===== src/rtl/id_ex_operand_stage.sv =====
// ID/EX pipeline register for the RV32I core: captures decode fields, forwards
// operands from EX/MEM/WB, inserts load-use bubbles and squashes on flush.
module id_ex_operand_stage #(
    parameter int unsigned AWIDTH = 32,
    parameter int unsigned DWIDTH = 32,
    parameter int unsigned CWIDTH = 16
) (
    input  logic              clk,
    input  logic              rst,
    input  logic              id_valid_i,
    input  logic [AWIDTH-1:0] id_pc_i,
    input  logic [31:0]       id_insn_i,
    input  logic [4:0]        id_rs1_i,
    input  logic [4:0]        id_rs2_i,
    input  logic              id_uses_rs1_i,
    input  logic              id_uses_rs2_i,
    input  logic [4:0]        id_rd_i,
    input  logic              id_regwren_i,
    input  logic              id_memren_i,
    input  logic [DWIDTH-1:0] rs1data_i,
    input  logic [DWIDTH-1:0] rs2data_i,
    input  logic [DWIDTH-1:0] ex_result_i,
    input  logic              mem_regwren_i,
    input  logic [4:0]        mem_rd_i,
    input  logic [DWIDTH-1:0] mem_data_i,
    input  logic              wb_regwren_i,
    input  logic [4:0]        wb_rd_i,
    input  logic [DWIDTH-1:0] wb_data_i,
    input  logic              flush_i,
    output logic              stall_o,
    output logic              ex_valid_o,
    output logic [AWIDTH-1:0] ex_pc_o,
    output logic [31:0]       ex_insn_o,
    output logic [4:0]        ex_rd_o,
    output logic              ex_regwren_o,
    output logic              ex_memren_o,
    output logic [DWIDTH-1:0] ex_rs1data_o,
    output logic [DWIDTH-1:0] ex_rs2data_o,
    output logic [CWIDTH-1:0] stall_cnt_o,
    output logic [CWIDTH-1:0] flush_cnt_o
);

    logic              lu;
    logic              ex_fwd_en;
    logic [DWIDTH-1:0] rs1_fwd;
    logic [DWIDTH-1:0] rs2_fwd;

    // Bypass mux: x0 first, then youngest producer wins.
    function automatic logic [DWIDTH-1:0] fwd_sel(
        input logic [4:0]        addr,
        input logic [DWIDTH-1:0] rf_data,
        input logic              ex_en,
        input logic [4:0]        ex_rd,
        input logic [DWIDTH-1:0] ex_data,
        input logic              mem_en,
        input logic [4:0]        mem_rd,
        input logic [DWIDTH-1:0] mem_data,
        input logic              wb_en,
        input logic [4:0]        wb_rd,
        input logic [DWIDTH-1:0] wb_data
    );
        logic [DWIDTH-1:0] r;
        r = rf_data;
        if (addr == 5'd0)                    r = '0;
        else if (ex_en && ex_rd == addr)     r = ex_data;
        else if (mem_en && mem_rd == addr)   r = mem_data;
        else if (wb_en && wb_rd == addr)     r = wb_data;
        return r;
    endfunction

    always_comb begin
        lu = 1'b0;
        if (id_valid_i && ex_valid_o && ex_memren_o && ex_regwren_o && ex_rd_o != 5'd0)
            lu = (id_uses_rs1_i && id_rs1_i == ex_rd_o) ||
                 (id_uses_rs2_i && id_rs2_i == ex_rd_o);
    end

    assign stall_o   = lu && !flush_i;
    // A load's EX result is an address, never the loaded value.
    assign ex_fwd_en = ex_valid_o && ex_regwren_o && !ex_memren_o;

    always_comb begin
        rs1_fwd = fwd_sel(id_rs1_i, rs1data_i, ex_fwd_en, ex_rd_o, ex_result_i,
                          mem_regwren_i, mem_rd_i, mem_data_i,
                          wb_regwren_i, wb_rd_i, wb_data_i);
        rs2_fwd = fwd_sel(id_rs2_i, rs2data_i, ex_fwd_en, ex_rd_o, ex_result_i,
                          mem_regwren_i, mem_rd_i, mem_data_i,
                          wb_regwren_i, wb_rd_i, wb_data_i);
    end

    always_ff @(posedge clk or posedge rst) begin
        if (rst) begin
            ex_valid_o   <= 1'b0;
            ex_pc_o      <= '0;
            ex_insn_o    <= '0;
            ex_rd_o      <= '0;
            ex_regwren_o <= 1'b0;
            ex_memren_o  <= 1'b0;
            ex_rs1data_o <= '0;
            ex_rs2data_o <= '0;
            stall_cnt_o  <= '0;
            flush_cnt_o  <= '0;
        end else if (flush_i) begin
            ex_valid_o   <= 1'b0;
            ex_regwren_o <= 1'b0;
            ex_memren_o  <= 1'b0;
            if (flush_cnt_o != '1)
                flush_cnt_o <= flush_cnt_o + CWIDTH'(1);
        end else if (stall_o) begin
            ex_valid_o   <= 1'b0;
            ex_regwren_o <= 1'b0;
            ex_memren_o  <= 1'b0;
            if (stall_cnt_o != '1)
                stall_cnt_o <= stall_cnt_o + CWIDTH'(1);
        end else begin
            ex_valid_o   <= id_valid_i;
            ex_pc_o      <= id_pc_i;
            ex_insn_o    <= id_insn_i;
            ex_rd_o      <= id_rd_i;
            ex_regwren_o <= id_regwren_i && id_valid_i;
            ex_memren_o  <= id_memren_i && id_valid_i;
            ex_rs1data_o <= rs1_fwd;
            ex_rs2data_o <= rs2_fwd;
        end
    end

endmodule


===== config.mk =====
export PLATFORM = sky130hd
export DESIGN_NAME = id_ex_operand_stage
export DESIGN_NICKNAME = d
export VERILOG_FILES = /design/src/rtl/id_ex_operand_stage.sv
export SDC_FILE = /design/constraint.sdc
export NUM_CORES = 1
export LEC_CHECK = 0
export CAP_MARGIN = 20
export CORE_AREA = 3 3 163 165
export DETAILED_ROUTE_END_ITERATION = 7
export DIE_AREA = 0 0 166 168
export GPL_ROUTABILITY_DRIVEN = 0
export GPL_TIMING_DRIVEN = 0
export PLACE_DENSITY = 0.67
export SYNTH_ARGS = -nofsm -noshare
export SYNTH_HDL_FRONTEND = slang
export SYNTH_SLANG_ARGS = --single-unit

===== constraint.sdc =====
create_clock -name clk -period 6.5 [get_ports clk]
set_input_delay 1.3 -clock clk [delete_from_list [all_inputs] [get_ports clk]]
set_output_delay 1.3 -clock clk [all_outputs]
set_load 0.03 [all_outputs]

==> metrics.yaml <==
clock_network:
  h-tree-depth: 4
  cts_made_buffers: 17
  worst_skew_pair.late_latency_ps: 430
  postCtsSetupRepairBufs: 0
  clk_pin_slew_ps: 70
  cts_tree: "built"
  cts_resized: 0
  cts_hold_buffers: 0
  clock_path_buffers: 2
  cts_sinks: 168
  cts_root_buf: "clkbuf_16"
place:
  dp_cells: 1541
  portBuffers: 427
  hpwl_um: 26200
critical_path:
  regToRegSetupSlack_ps: 3820
  critPathMaxFanout: 7
  required_ps: 5200
  start_kind: "input port"
  worst_ep_arrival_time_ps: 3450
  crit_type: "input port to output pin"
  end_kind: "output pin"
power_and_ir_drop:
  peakVddDrop_v: 0.000209
  cellPowerDensity_nw_per_um2: 229
  leakage_nw: 5.94
drt:
  routedWlPerCell_um: 21.9
  via_per_inst: 5.24
  drc: 0
  route.vias.total: 8230
  ant_nets: 0
  dr.pass1.iters: 5
  drt_iter0_drc: 603
  wl_um: 34400
global_routing:
  grt_overflow: 0
  grtUsageMet3_pct: 5.52
  grt_pass1_vias: 8507
  grt_pass1_wl_um: 52000
  grtUsageTotal_pct: 24.0
  grt_util_met1_pct: 31.3
  grt_use_met2_pct: 39.6
  busiest_layer: "met2"
  antenna_found_initial: 0
  grt_max_degree: 117
sta:
  fin_crit_sh_pct: 73.1
  skew_ps: 16.6
  setup_viol: 0
  slew_headroom_pct: 50.4
  fmax_mhz: 210
  rsz0062_at_grt: "no"
  fin_crit_ps: 4750
  setup_tns_ps: 0
  hold_viol: 0
  tightest_slew_ps: 737
  maxSlewViolCount: 0
logic_synthesis:
  ys.flop_type: "dfrtp_1"
  synthCells: 782
  synth_top_family_by_area: "compound AO/OA/AOI/OAI gates"
  synth_nets: 1043
  synth_compound_area_share_pct: 17.0
  synthSimpleGateAreaFrac_pct: 11.6
  seq_area_frac_synth_pct: 48.7
  async_flop_share_pct: 100
  synth_mux_area_share_pct: 13.0
  synth_fa_ha_area_share_pct: 0.290
  synth_cell_type_count: 46
  syn_area_per_cell_um2: 11.0
  ys.warnings.count: 0
  synth_edf_count: 0
  synth_seq_cells: 168
  synth-xor-area-share_pct: 5.78
  synth_area_um2: 8630
cells_and_area:
  final_cell_mix: "clkdlybuf4s50_1 (427), dfrtp_1 (168), mux2_2 (71)"
  n_antenna_cell: 0
  synthToLayoutAreaGrowth_pct: 61.4
  layout-drive-gt1-share_pct: 11.8
  layout.cells.non_filler: 1572
  nets: 1491
  layout_commonest_cell: "clkdlybuf4s50_1"
die:
  die_height_um: 168
  design.core.area_um2: 25200
  ios: 428
  rows: 58
  die_area_um2: 27900
  die_w_um: 166
  start_util_pct: 34.3
outcome:
  status: "complete, no violations"
worst_hold_path:
  hold_path_class: "flop to flop"
run:
  cap_violations: 0
final cells by class:
type                    instances  area (µm²)
well taps                     330         413
flip-flops and latches        168        4200
plain buffers                  52         288
fillers                      2230       11200
inverters                       8        37.5
repair buffers                429        4310
clock buffers                  17         425
clock inverters                14         153
multi-input cells             554        4110
cells in the mapped netlist, drive strengths merged, types with 2 or more instances:
cell	n	area (µm²)
dfrtp	168	4200
mux2	71	800
nor2	51	191
nand2	47	176
buf	34	220
nor2b	34	213
a21o	33	249
o21ai	33	165
xnor2	33	289
a211oi	32	240
a22o	32	280
a22oi	32	240
mux2i	32	320
o31ai	32	240
xor2	24	210
clkbuf	18	67.6
nand4	15	100
nand3	12	70.1
and3	8	50.1
inv	8	30.0
nor4	6	50.0
nor3	5	36.3
and2	4	27.5
and4	4	35.0
ha	2	25.0
nand2b	2	12.5
or4	2	16.3
report_power, final:
group	switching [mW]	internal, mW	leakage, nW
sequential	0.0815	1.15	2.05
clock	0.497	0.514	0.285
combinational	0.474	0.464	3.61
total	1.05	2.13	5.94
metrics by stage:
stage	worst slack, ps	power [mW]	hold WS [ps]	utilization, %	cell area [µm²]
after floorplan	653	1.70	659	-	8630
after global placement	-2050	2.19	472	52.9	13300
after detailed placement	1770	2.20	478	53.1	13400
after CTS	1760	3.22	488	55.4	13900
after global routing	1600	3.32	515	55.4	13900
final	1750	3.19	486	55.4	13900
worst max-delay path, cell delays in order:
cell,delay [ps]
clkdlybuf4s50_1,620
xnor2_1,170
nand3_2,150
o22ai_4,290
nand2_1,130
nor2_1,120
clkdlybuf4s50_1,680
state kept, by name (all words and copies together), names as in the netlist:
| name | count |
|---|---|
| ex_pc_o | 32 |
| ex_rd_o | 5 |
| stall_cnt_o | 16 |
| ex_valid_o | 1 |
| ex_memren_o | 1 |
| ex_regwren_o | 1 |
| flush_cnt_o | 16 |
| ex_rs1data_o | 32 |
| ex_rs2data_o | 32 |
| ex_insn_o | 32 |
cells by family after synthesis:
group / count (synthesis)
and+or+nand+nor: 193
DFF: 168
buffers and inverters: 60
AOI/OAI and AO/OA: 199
muxes: 103
xor gates and xnor gates: 57
adders and majority gates: 2
path summary, 6_finish.rpt:
path,start,endpoint,depth (start not counted)
max reg2reg,ex_rd_o[4]$_DFFE_PP0P_,ex_rs1data_o[10]$_DFFE_PP0P_,9
min,stall_cnt_o[7]$_DFFE_PP0P_,stall_cnt_o[7]$_DFFE_PP0P_,1
min reg2reg,stall_cnt_o[7]$_DFFE_PP0P_,stall_cnt_o[7]$_DFFE_PP0P_,1
max,id_rs1_i[0],stall_o,7
min in group asynchronous,rst,ex_pc_o[2]$_DFFE_PP0P_,2
max in group asynchronous,rst,ex_insn_o[31]$_DFFE_PP0P_,3
metal layers:
metal	share of wire, %	wire length (µm)	vias to the layer above
li1	-	-	3747
met1	41	14300	4061
met2	49	16800	365
met3	6.7	2310	57
met4	3.1	1060	0
met5	0	0	-
(Power assumes the default switching activity.)
